[config.mk]
export PLATFORM = sky130hd
export DESIGN_NAME = dl11_ctrl_flat
export DESIGN_NICKNAME = d
export VERILOG_FILES = /design/src/rtl/dl11_pkg.sv /design/src/rtl/dl11_if.sv /design/src/rtl/dl11_sync2.sv /design/src/rtl/dl11_ctrl.sv /design/src/flat_wrapper.sv
export SDC_FILE = /design/constraint.sdc
export NUM_CORES = 1
export LEC_CHECK = 0
export ABC_AREA = 1
export CAP_MARGIN = 20
export CORE_AREA = 2 2 69 71
export DETAILED_ROUTE_END_ITERATION = 16
export DIE_AREA = 0 0 71 73
export PLACE_DENSITY = 0.81
export REMOVE_ABC_BUFFERS = 1
export SYNTH_ARGS = -nofsm -noshare
export SYNTH_HDL_FRONTEND = slang
export SYNTH_HIERARCHICAL = 1
export SYNTH_SLANG_ARGS = --single-unit
[constraint.sdc]
create_clock -name clk -period 1.3 [get_ports clk]
set_input_delay 0.39 -clock clk [delete_from_list [all_inputs] [get_ports clk]]
set_output_delay 0.39 -clock clk [all_outputs]
set_load 0.02 [all_outputs]
[src/rtl/dl11_pkg.sv]
// Shared constants for the DL11 serial line controller: register map, CSR bits, FSM encodings.
package dl11_pkg;

  localparam int unsigned DATA_W = 16;
  localparam int unsigned CHAR_W = 8;
  localparam int unsigned ADDR_W = 2;

  // Register word offsets
  localparam logic [ADDR_W-1:0] ADDR_RCSR = 2'd0;
  localparam logic [ADDR_W-1:0] ADDR_RBUF = 2'd1;
  localparam logic [ADDR_W-1:0] ADDR_XCSR = 2'd2;
  localparam logic [ADDR_W-1:0] ADDR_XBUF = 2'd3;

  // CSR bit positions
  localparam int unsigned BIT_DONE  = 7;
  localparam int unsigned BIT_READY = 7;
  localparam int unsigned BIT_IE    = 6;

  typedef enum logic [1:0] {
    RX_IDLE = 2'd0,
    RX_REQ  = 2'd1,
    RX_REL  = 2'd2
  } rx_state_t;

  typedef enum logic [1:0] {
    TX_IDLE = 2'd0,
    TX_REQ  = 2'd1,
    TX_REL  = 2'd2,
    TX_WAIT = 2'd3
  } tx_state_t;

  // Builds a CSR readback word from its status and interrupt-enable bits
  function automatic logic [DATA_W-1:0] csr_word(input logic status, input logic ie);
    logic [DATA_W-1:0] w;
    w           = '0;
    w[BIT_DONE] = status;
    w[BIT_IE]   = ie;
    return w;
  endfunction

endpackage

[src/rtl/dl11_if.sv]
// CPU bus, interrupt and UART handshake signals of the DL11 controller.
interface dl11_if;
  import dl11_pkg::*;

  logic              sel;
  logic [ADDR_W-1:0] addr;
  logic              rd;
  logic              wr;
  logic [DATA_W-1:0] data_in;
  logic [DATA_W-1:0] data_out;
  logic              rx_int_req;
  logic              rx_int_ack;
  logic              tx_int_req;
  logic              tx_int_ack;
  logic              ld_tx_req;
  logic              ld_tx_ack;
  logic [CHAR_W-1:0] tx_data;
  logic              tx_empty;
  logic              uld_rx_req;
  logic              uld_rx_ack;
  logic [CHAR_W-1:0] rx_data;
  logic              rx_empty;

  // Controller side
  modport slave (
    input  sel, addr, rd, wr, data_in, rx_int_ack, tx_int_ack,
           ld_tx_ack, tx_empty, uld_rx_ack, rx_data, rx_empty,
    output data_out, rx_int_req, tx_int_req, ld_tx_req, tx_data, uld_rx_req
  );

  // CPU / UART side
  modport master (
    output sel, addr, rd, wr, data_in, rx_int_ack, tx_int_ack,
           ld_tx_ack, tx_empty, uld_rx_ack, rx_data, rx_empty,
    input  data_out, rx_int_req, tx_int_req, ld_tx_req, tx_data, uld_rx_req
  );

endinterface

[src/rtl/dl11_sync2.sv]
// Two-flop synchronizer with a configurable reset value.
module sync2 #(
  parameter logic RST_VAL = 1'b0
) (
  input  logic clk,
  input  logic reset_n,
  input  logic i_d,
  output logic o_q
);

  logic r_meta;
  logic r_sync;

  // Resample the asynchronous input twice
  always_ff @(posedge clk or negedge reset_n) begin
    if (!reset_n) begin
      r_meta <= RST_VAL;
      r_sync <= RST_VAL;
    end else begin
      r_meta <= i_d;
      r_sync <= r_meta;
    end
  end

  assign o_q = r_sync;

endmodule

[src/rtl/dl11_ctrl.sv]
// DL11 serial line controller: CPU register file, RX/TX UART handshakes, interrupt requests.
module dl11_ctrl
  import dl11_pkg::*;
(
  input  logic   clk,
  input  logic   reset_n,
  dl11_if.slave  bus
);

  logic w_ld_tx_ack_s;
  logic w_uld_rx_ack_s;
  logic w_tx_empty_s;
  logic w_rx_empty_s;

  sync2 #(.RST_VAL(1'b0)) u_sync_ld_ack  (.clk(clk), .reset_n(reset_n), .i_d(bus.ld_tx_ack),  .o_q(w_ld_tx_ack_s));
  sync2 #(.RST_VAL(1'b0)) u_sync_uld_ack (.clk(clk), .reset_n(reset_n), .i_d(bus.uld_rx_ack), .o_q(w_uld_rx_ack_s));
  sync2 #(.RST_VAL(1'b1)) u_sync_tx_emp  (.clk(clk), .reset_n(reset_n), .i_d(bus.tx_empty),   .o_q(w_tx_empty_s));
  sync2 #(.RST_VAL(1'b1)) u_sync_rx_emp  (.clk(clk), .reset_n(reset_n), .i_d(bus.rx_empty),   .o_q(w_rx_empty_s));

  logic [DATA_W-1:0] r_data_out;
  logic [CHAR_W-1:0] r_rbuf;
  logic [CHAR_W-1:0] r_tx_data;
  logic              r_rx_done;
  logic              r_rx_ie;
  logic              r_tx_ie;
  logic              r_xmit_ready;
  logic              r_ld_tx_req;
  logic              r_uld_rx_req;
  logic              r_rx_int_req;
  logic              r_tx_int_req;
  logic              r_rx_cond_q;
  logic              r_tx_cond_q;
  rx_state_t         r_rx_state;
  tx_state_t         r_tx_state;

  logic w_rd;
  logic w_wr;
  logic w_rbuf_rd;
  logic w_xbuf_wr;
  logic w_rx_load;
  logic w_tx_done;
  logic w_rx_cond;
  logic w_tx_cond;
  logic w_unused_ok;

  assign w_rd        = bus.sel & bus.rd;
  assign w_wr        = bus.sel & bus.wr;
  assign w_rbuf_rd   = w_rd & (bus.addr == ADDR_RBUF);
  // Only the registered ready flag gates an XBUF write
  assign w_xbuf_wr   = w_wr & (bus.addr == ADDR_XBUF) & r_xmit_ready;
  assign w_rx_load   = (r_rx_state == RX_REL) & ~w_uld_rx_ack_s;
  assign w_tx_done   = (r_tx_state == TX_WAIT) & w_tx_empty_s;
  assign w_rx_cond   = r_rx_done & r_rx_ie;
  assign w_tx_cond   = r_xmit_ready & r_tx_ie;
  assign w_unused_ok = ^bus.data_in[DATA_W-1:CHAR_W];

  // Registered read data, updated only on a selected read
  always_ff @(posedge clk or negedge reset_n) begin
    if (!reset_n) begin
      r_data_out <= '0;
    end else if (w_rd) begin
      case (bus.addr)
        ADDR_RCSR: r_data_out <= csr_word(r_rx_done, r_rx_ie);
        ADDR_RBUF: r_data_out <= DATA_W'(r_rbuf);
        ADDR_XCSR: r_data_out <= csr_word(r_xmit_ready, r_tx_ie);
        default:   r_data_out <= '0;
      endcase
    end
  end

  // Interrupt-enable bits from CSR writes
  always_ff @(posedge clk or negedge reset_n) begin
    if (!reset_n) begin
      r_rx_ie <= 1'b0;
      r_tx_ie <= 1'b0;
    end else if (w_wr) begin
      if (bus.addr == ADDR_RCSR) r_rx_ie <= bus.data_in[BIT_IE];
      if (bus.addr == ADDR_XCSR) r_tx_ie <= bus.data_in[BIT_IE];
    end
  end

  // RX unload handshake; character captured as the ack is released
  always_ff @(posedge clk or negedge reset_n) begin
    if (!reset_n) begin
      r_rx_state   <= RX_IDLE;
      r_uld_rx_req <= 1'b0;
      r_rbuf       <= '0;
    end else begin
      case (r_rx_state)
        RX_IDLE: if (!w_rx_empty_s && !r_rx_done && !w_uld_rx_ack_s) begin
          r_rx_state   <= RX_REQ;
          r_uld_rx_req <= 1'b1;
        end
        RX_REQ: if (w_uld_rx_ack_s) begin
          r_rx_state   <= RX_REL;
          r_uld_rx_req <= 1'b0;
        end
        RX_REL: if (!w_uld_rx_ack_s) begin
          r_rx_state <= RX_IDLE;
          r_rbuf     <= bus.rx_data;
        end
        default: begin
          r_rx_state   <= RX_IDLE;
          r_uld_rx_req <= 1'b0;
        end
      endcase
    end
  end

  // Receive-done flag: set on capture (wins), cleared by an RBUF read
  always_ff @(posedge clk or negedge reset_n) begin
    if (!reset_n)       r_rx_done <= 1'b0;
    else if (w_rx_load) r_rx_done <= 1'b1;
    else if (w_rbuf_rd) r_rx_done <= 1'b0;
  end

  // TX load handshake, started by a cleared ready flag
  always_ff @(posedge clk or negedge reset_n) begin
    if (!reset_n) begin
      r_tx_state  <= TX_IDLE;
      r_ld_tx_req <= 1'b0;
    end else begin
      case (r_tx_state)
        TX_IDLE: if (!r_xmit_ready && !w_ld_tx_ack_s) begin
          r_tx_state  <= TX_REQ;
          r_ld_tx_req <= 1'b1;
        end
        TX_REQ: if (w_ld_tx_ack_s) begin
          r_tx_state  <= TX_REL;
          r_ld_tx_req <= 1'b0;
        end
        TX_REL:  if (!w_ld_tx_ack_s) r_tx_state <= TX_WAIT;
        TX_WAIT: if (w_tx_empty_s)   r_tx_state <= TX_IDLE;
        default: begin
          r_tx_state  <= TX_IDLE;
          r_ld_tx_req <= 1'b0;
        end
      endcase
    end
  end

  // Transmit character latch and ready flag
  always_ff @(posedge clk or negedge reset_n) begin
    if (!reset_n) begin
      r_tx_data    <= '0;
      r_xmit_ready <= 1'b1;
    end else if (w_xbuf_wr) begin
      r_tx_data    <= bus.data_in[CHAR_W-1:0];
      r_xmit_ready <= 1'b0;
    end else if (w_tx_done) begin
      r_xmit_ready <= 1'b1;
    end
  end

  // Interrupt requests: set on rising condition, cleared by ack or falling condition
  always_ff @(posedge clk or negedge reset_n) begin
    if (!reset_n) begin
      r_rx_cond_q  <= 1'b0;
      r_tx_cond_q  <= 1'b0;
      r_rx_int_req <= 1'b0;
      r_tx_int_req <= 1'b0;
    end else begin
      r_rx_cond_q <= w_rx_cond;
      r_tx_cond_q <= w_tx_cond;
      if (!w_rx_cond || bus.rx_int_ack) r_rx_int_req <= 1'b0;
      else if (!r_rx_cond_q)            r_rx_int_req <= 1'b1;
      if (!w_tx_cond || bus.tx_int_ack) r_tx_int_req <= 1'b0;
      else if (!r_tx_cond_q)            r_tx_int_req <= 1'b1;
    end
  end

  assign bus.data_out   = r_data_out;
  assign bus.tx_data    = r_tx_data;
  assign bus.ld_tx_req  = r_ld_tx_req;
  assign bus.uld_rx_req = r_uld_rx_req;
  assign bus.rx_int_req = r_rx_int_req;
  assign bus.tx_int_req = r_tx_int_req;

endmodule

[src/flat_wrapper.sv]
// flat-port wrapper written by rule: the top's interface ports become plain ports
module dl11_ctrl_flat import dl11_pkg::*;
  (clk, reset_n, bus_sel, bus_addr, bus_rd, bus_wr, bus_data_in, bus_rx_int_ack, bus_tx_int_ack, bus_ld_tx_ack, bus_tx_empty, bus_uld_rx_ack, bus_rx_data, bus_rx_empty, bus_data_out, bus_rx_int_req, bus_tx_int_req, bus_ld_tx_req, bus_tx_data, bus_uld_rx_req);
  dl11_if bus_i ();
  input  logic clk;
  input  logic reset_n;
  input wire logic [$bits(bus_i.sel)-1:0] bus_sel;
  input wire logic [$bits(bus_i.addr)-1:0] bus_addr;
  input wire logic [$bits(bus_i.rd)-1:0] bus_rd;
  input wire logic [$bits(bus_i.wr)-1:0] bus_wr;
  input wire logic [$bits(bus_i.data_in)-1:0] bus_data_in;
  input wire logic [$bits(bus_i.rx_int_ack)-1:0] bus_rx_int_ack;
  input wire logic [$bits(bus_i.tx_int_ack)-1:0] bus_tx_int_ack;
  input wire logic [$bits(bus_i.ld_tx_ack)-1:0] bus_ld_tx_ack;
  input wire logic [$bits(bus_i.tx_empty)-1:0] bus_tx_empty;
  input wire logic [$bits(bus_i.uld_rx_ack)-1:0] bus_uld_rx_ack;
  input wire logic [$bits(bus_i.rx_data)-1:0] bus_rx_data;
  input wire logic [$bits(bus_i.rx_empty)-1:0] bus_rx_empty;
  output wire logic [$bits(bus_i.data_out)-1:0] bus_data_out;
  output wire logic [$bits(bus_i.rx_int_req)-1:0] bus_rx_int_req;
  output wire logic [$bits(bus_i.tx_int_req)-1:0] bus_tx_int_req;
  output wire logic [$bits(bus_i.ld_tx_req)-1:0] bus_ld_tx_req;
  output wire logic [$bits(bus_i.tx_data)-1:0] bus_tx_data;
  output wire logic [$bits(bus_i.uld_rx_req)-1:0] bus_uld_rx_req;
  assign bus_i.sel = bus_sel;
  assign bus_i.addr = bus_addr;
  assign bus_i.rd = bus_rd;
  assign bus_i.wr = bus_wr;
  assign bus_i.data_in = bus_data_in;
  assign bus_i.rx_int_ack = bus_rx_int_ack;
  assign bus_i.tx_int_ack = bus_tx_int_ack;
  assign bus_i.ld_tx_ack = bus_ld_tx_ack;
  assign bus_i.tx_empty = bus_tx_empty;
  assign bus_i.uld_rx_ack = bus_uld_rx_ack;
  assign bus_i.rx_data = bus_rx_data;
  assign bus_i.rx_empty = bus_rx_empty;
  assign bus_data_out = bus_i.data_out;
  assign bus_rx_int_req = bus_i.rx_int_req;
  assign bus_tx_int_req = bus_i.tx_int_req;
  assign bus_ld_tx_req = bus_i.ld_tx_req;
  assign bus_tx_data = bus_i.tx_data;
  assign bus_uld_rx_req = bus_i.uld_rx_req;
  dl11_ctrl u_core (.clk(clk), .reset_n(reset_n), .bus(bus_i));
endmodule
* Word-level counts from Yosys, hierarchy flattened
Index checks and enable logic that the tools add are counted.
** Cells by class
- Bitwise logic cells :: 11
- Reduce and logical (&&, ||, !) cells :: 25
- Muxes and demuxes :: 24
- Eq/ne operators :: 17
** Operator list (count)
- $pmux W8 S3 :: 1
- $mux W2 :: 7
- $ne A2 B2 Y1 const B :: 7
- $mux W1 :: 12
- $eq A2 B2 Y1 const B :: 5
- $and A1 B1 Y1 :: 9
- $reduce_and A3 Y1 :: 3
- $pmux W2 S4 :: 1
- $logic_not A1 Y1 :: 7
- $eq A2 B1 Y1 const B :: 3
- $logic_not A2 Y1 :: 3
- $pmux W2 S3 :: 1
- $reduce_and A2 Y1 :: 3
- $reduce_bool A2 Y1 :: 3
- $ne A2 B1 Y1 const B :: 2
- $reduce_and A4 Y1 :: 1
- $logic_and A1 B1 Y1 :: 3
- $pmux W1 S3 :: 1
- $logic_or A1 B1 Y1 :: 2
- $not A1 Y1 :: 2
- $pmux W1 S2 :: 1
** Storage, ports and cells
- Bits of input ports :: 37
- Word-level logic and storage cells :: 100
- Bits in registers :: 54
- Output and inout port bits :: 28

* Depth between registers and ports, before layout
- Word-level depth :: 5
- Depth in mapped cells :: 8
- Mapped depth without buffers :: 8

* Modules after synthesis
Netlist, hierarchy kept.
** Modules (own cells, without submodules)
- dl11_ctrl :: area an instance 1706.6 µm², cells an instance 194, sequential area each 952.2 µm², times used 1
- sync2 at u_core.u_sync_rx_emp ... :: area an instance 52.6 µm², cells an instance 2, sequential area each 52.6 µm², times used 2
- sync2 at u_core.u_sync_ld_ack ... :: area an instance 50.0 µm², cells an instance 2, sequential area each 50.0 µm², times used 2

* Worst setup path before layout
OpenSTA, ideal clock, no wires.
- Path type :: reg2reg
- Start :: register u_core.r_tx_state[0]
- End :: register u_core.r_tx_state[0]
- Data arrival time :: 1.043 ns
- Cell stages (with the launch flop) :: 9
- Period minus slack after synthesis :: 1.160 ns
- Library setup time :: 0.117 ns
- Setup slack :: 0.140 ns
- Path buffers :: 0
- Data required time :: 1.183 ns
- Cell sequence :: dfrtp_1 inv_1 ha_1 nand2_1 inv_1 nor2_1 nand3_1 nand2_1 nand2_1
** Between the ends
- Longest elaborated chain between the ends :: 3
- Elaborated cells on any way between the ends :: 10
- Those cells by class :: eq/ne: 7; mux: 1; reduce/logical: 2
** Ends and longest elaborated chain
- start: declaration :: RTL line dl11_ctrl.sv:34 : tx_state_t r_tx_state;
- start signal: assignment :: RTL line dl11_ctrl.sv:120 : r_tx_state <= TX_IDLE;
- start signal: assignment :: RTL line dl11_ctrl.sv:125 : r_tx_state <= TX_REQ;
- start signal: assignment :: RTL line dl11_ctrl.sv:129 : r_tx_state <= TX_REL;
- $eq A2 B2 Y1, or another cell as far along :: RTL line dl11_ctrl.sv:123 : case (r_tx_state)
- $ne A2 B2 Y1 (no line) / $ne A2 B1 Y1 (equally long branches)
- $reduce_and A4 Y1 (no line)
Parallel ways exist; a longest one is shown, timed or not.
A chain may end at the register's enable or synchronous reset.

* Final worst setup path
- Start :: register u_core.r_tx_state[0]
- End :: register u_core.r_tx_state[1]
The elaborated chain is that of the path after synthesis.

==> out/results.tsv <==
stage	metric	value	unit
power_and_ir_drop	Pwr Density	1790	nW/µm²
finish	footprint of the multi-input gates	669	µm²
setup_path	Worst path max stage delay	0.43	ns
route	Final Routed Wirelength	3870	µm
clocking	Root Driver	clkbuf_8	
clocking	Reg clk slew, reported paths	0.08	ns
route	drt wl/cell	11.7	µm
global_routing	grt ovf	0	
route	via count	1531	
setup_path	worst path required time	1.49	ns
synth	Mapped Cells	202	
synth	main combinational cell family by area after synthesis	simple AND/OR/NAND/NOR gates	
route	drt pass-1 iters	4	
finish	Ant. Diodes	0	
route	iteration-0 DRC count of the detailed router	89	
setup_path	Max FO, Critical Path	4	
finish	commonest non-fill, non-tap cells in the layout	nand2_1 (54), dfrtp_1 (41), clkdlybuf4s50_1 (25)	
floorplan	CORE AREA	4540	µm²
sta	Hold WS	0.0473	ns
synth	yosys warns	6	
finish	FILL cells	387	
synth	Synth Area in Simple Gates	0.207	
sta	final setup vio count	0	
finish	share of layout cells above drive strength 1	0.250	
sta	Max Freq	798	MHz
setup_path	Critical-path top delay cell	dfrtp_1	
setup_path	critical path startpoint category	register	
sta	Hold Vio Cnt, Final	0	
sta	Setup TNS Final	0	ns
hold_path	path category of the worst min-delay check	primary input to async pin	
synth	post-synthesis mux area share	0	
synth	post-synthesis sequential area ratio	0.605	
clocking	CTS Sinks	46	
clocking	CTS Hold Buffers Added	0	
floorplan	die area	5180	µm²
setup_path	CP Cell Sequence	ha_1 > inv_1 > nor2_1 > nor2_2 > nand3_2 > nand2_1 > nand2_1	
clocking	H-tree levels	2	
finish	Reg area	1160	µm²
global_routing	vias in the first global route	1499	
route	drc violations	0	
placed_design	Port Buf Inserts	48	
sta	Layout Skew	0.00795	ns
setup_path	Worst Path Arrival	1.44	ns
placed_design	routability cong.	0.832	
floorplan	Die Ht	73	µm
power_and_ir_drop	Pleak	1.39	nW
route	vias per inst	4.64	
synth	XOR/XNOR share of the synthesized area	0	
placed_design	dpl hpwl	2770	µm
synth	Yosys cell types	20	
synth	Synth Area in Compound Gates	0.0759	
clocking	CTS tree	done	
synth	adder-cell share of the synthesized area	0.0262	
floorplan	num rows	25	
global_routing	Total GRT Usage	0.161	
job	number of max-cap violations	0	
synth	post-synthesis register bit count	46	
floorplan	starting density of the core	0.422	
finish	most common cell after layout, fill and taps aside	nand2_1	
power_and_ir_drop	worst ir drop on vdd	0.923	mV
sta	Min Clock Period, post-route	1.25	ns
status	status	finished clean	
setup_path	most used cell, CP	nand2_1	
global_routing	first-pass GRT wire length	6450	µm
synth	Synth Area per Inst	9.46	µm²
clocking	cts bufs inserted	5	
clocking	clock latency on the worst-skew pair	0.29	ns
floorplan	I/O pins	65	
sta	pins over their slew limit	0	
global_routing	initial antenna violation count	0	
route	Post-DRT Antenna Nets	0	
synth	Netlist Area Pre-Place	1910	µm²
global_routing	pin count of the biggest net entering global routing	31	
floorplan	Die Wd	71	µm
finish	synth-to-layout area growth	38.1	%
setup_path	kind of critical path	register to register	
sta	fin crit share	0.964	
clocking	Max clock buf depth	2	
setup_path	Crit. End Element	register	
finish	fin nets	316	
==> cells in the mapped netlist <==
cell      count  share of area
nand2_1      56           0.11
dfrtp_1      41           0.54
inv_1        25          0.049
o21ai_0      15          0.039
nand3_1      12          0.031
nor2_1       12          0.024
a21oi_1      10          0.026
buf_4         8          0.031
dfstp_2       5          0.069
ha_1          4          0.026
nand4_1       3         0.0098
a211oi_1      2         0.0079
nor2_2        2         0.0065
buf_2         1         0.0026
conb_1        1         0.0020
nand2_2       1         0.0033
nand3_4       1         0.0092
nor2_8        1          0.010
o21ai_1       1         0.0026
or2_2         1         0.0033
==> registers in the layout, summed over array words and instances, names as in the netlist, 2 cells and up <==
register,flops
u_core/bus.data_out,8
u_core/bus.tx_data,8
u_core/r_rbuf,8
u_core/r_rx_state,2
u_core/r_tx_state,2
==> routing by layer <==
layer,up-vias,wire (µm),GRT usage
met5,-,0,0
met4,0,81,0.0755
met3,8,279,0.0497
met2,65,1890,0.271
met1,691,1620,0.190
li1,767,-,-
==> cell type report <==
type                       count  share of cell area
clock buffer                   6              0.0313
clock inverter                 2             0.00474
inverter                      25              0.0355
multi-input combinational    131               0.254
sequential                    46               0.438
tap                           54              0.0256
timing repair buffer          66               0.211
==> cells by family (layout without fill, tap and decap cells) <==
logic type,after synthesis,count (layout)
AO/OA/AOI/OAI,28,28
AND/OR/NAND/NOR,89,91
other,1,8
adder cells (fa/ha/maj),4,4
buffers and inverters,34,99
flip-flops,46,46
==> through the flow <==
| stage | std cells | area (µm²) | util | setup WS (ns) | power [mW] |
|---|---|---|---|---|---|
| 2_1_floorplan | 200 | 1870 | - | 0.140 | 3.08 |
| 3_3_place_gp | 317 | 2570 | 0.566 | -0.252 | 3.83 |
| 3_5_place_dp | 317 | 2570 | 0.566 | -0.306 | 3.91 |
| 4_1_cts | 325 | 2560 | 0.565 | 0.00778 | 4.62 |
| 5_1_grt | 330 | 2640 | 0.582 | -0.0404 | 5.10 |
| 6_report | 330 | 2640 | 0.582 | 0.0465 | 4.73 |
==> repair_timing <==
item	in CTS	in global routing
resized for setup	80	15
endpoints found under the setup margin	20	16
pin swaps	0	3
cloned	0	2
setup buffers	0	3
==> final timing paths <==
kind	from	end	slack [ns]	cells after the start
max	u_core/r_tx_state[0]	u_core/r_tx_state[1]	0.05	7
min	reset_n	u_core/u_sync_ld_ack/r_meta	0.05	2
max reg2reg	u_core/r_tx_state[0]	u_core/r_tx_state[1]	0.05	7
min reg2reg	u_core/u_sync_ld_ack/r_meta	u_core/u_sync_ld_ack/o_q	0.35	0
max in group asynchronous	reset_n	u_core/r_xmit_ready	1.00	2
min in group clk	u_core/u_sync_ld_ack/r_meta	u_core/u_sync_ld_ack/o_q	0.35	0
==> critical path: cells and delay by family, from the launching register on <==
| family | cells | cell delay (ns) |
|---|---|---|
| flip-flops | 1 | 0.43 |
| adder cells (fa/ha/maj) | 1 | 0.22 |
| AND/OR/NAND/NOR | 5 | 0.45 |
| buffers and inverters | 1 | 0.06 |
==> where the power goes <==
| part | leakage (nW) | switching, mW | total (mW) | internal [mW] |
|---|---|---|---|---|
| sequential | 0.563 | 0.271 | 2.16 | 1.89 |
| combinational | 0.783 | 0.986 | 1.68 | 0.698 |
| clock | 0.0472 | 0.455 | 0.882 | 0.427 |
No activity file was read; power rests on OpenSTA's default activity.
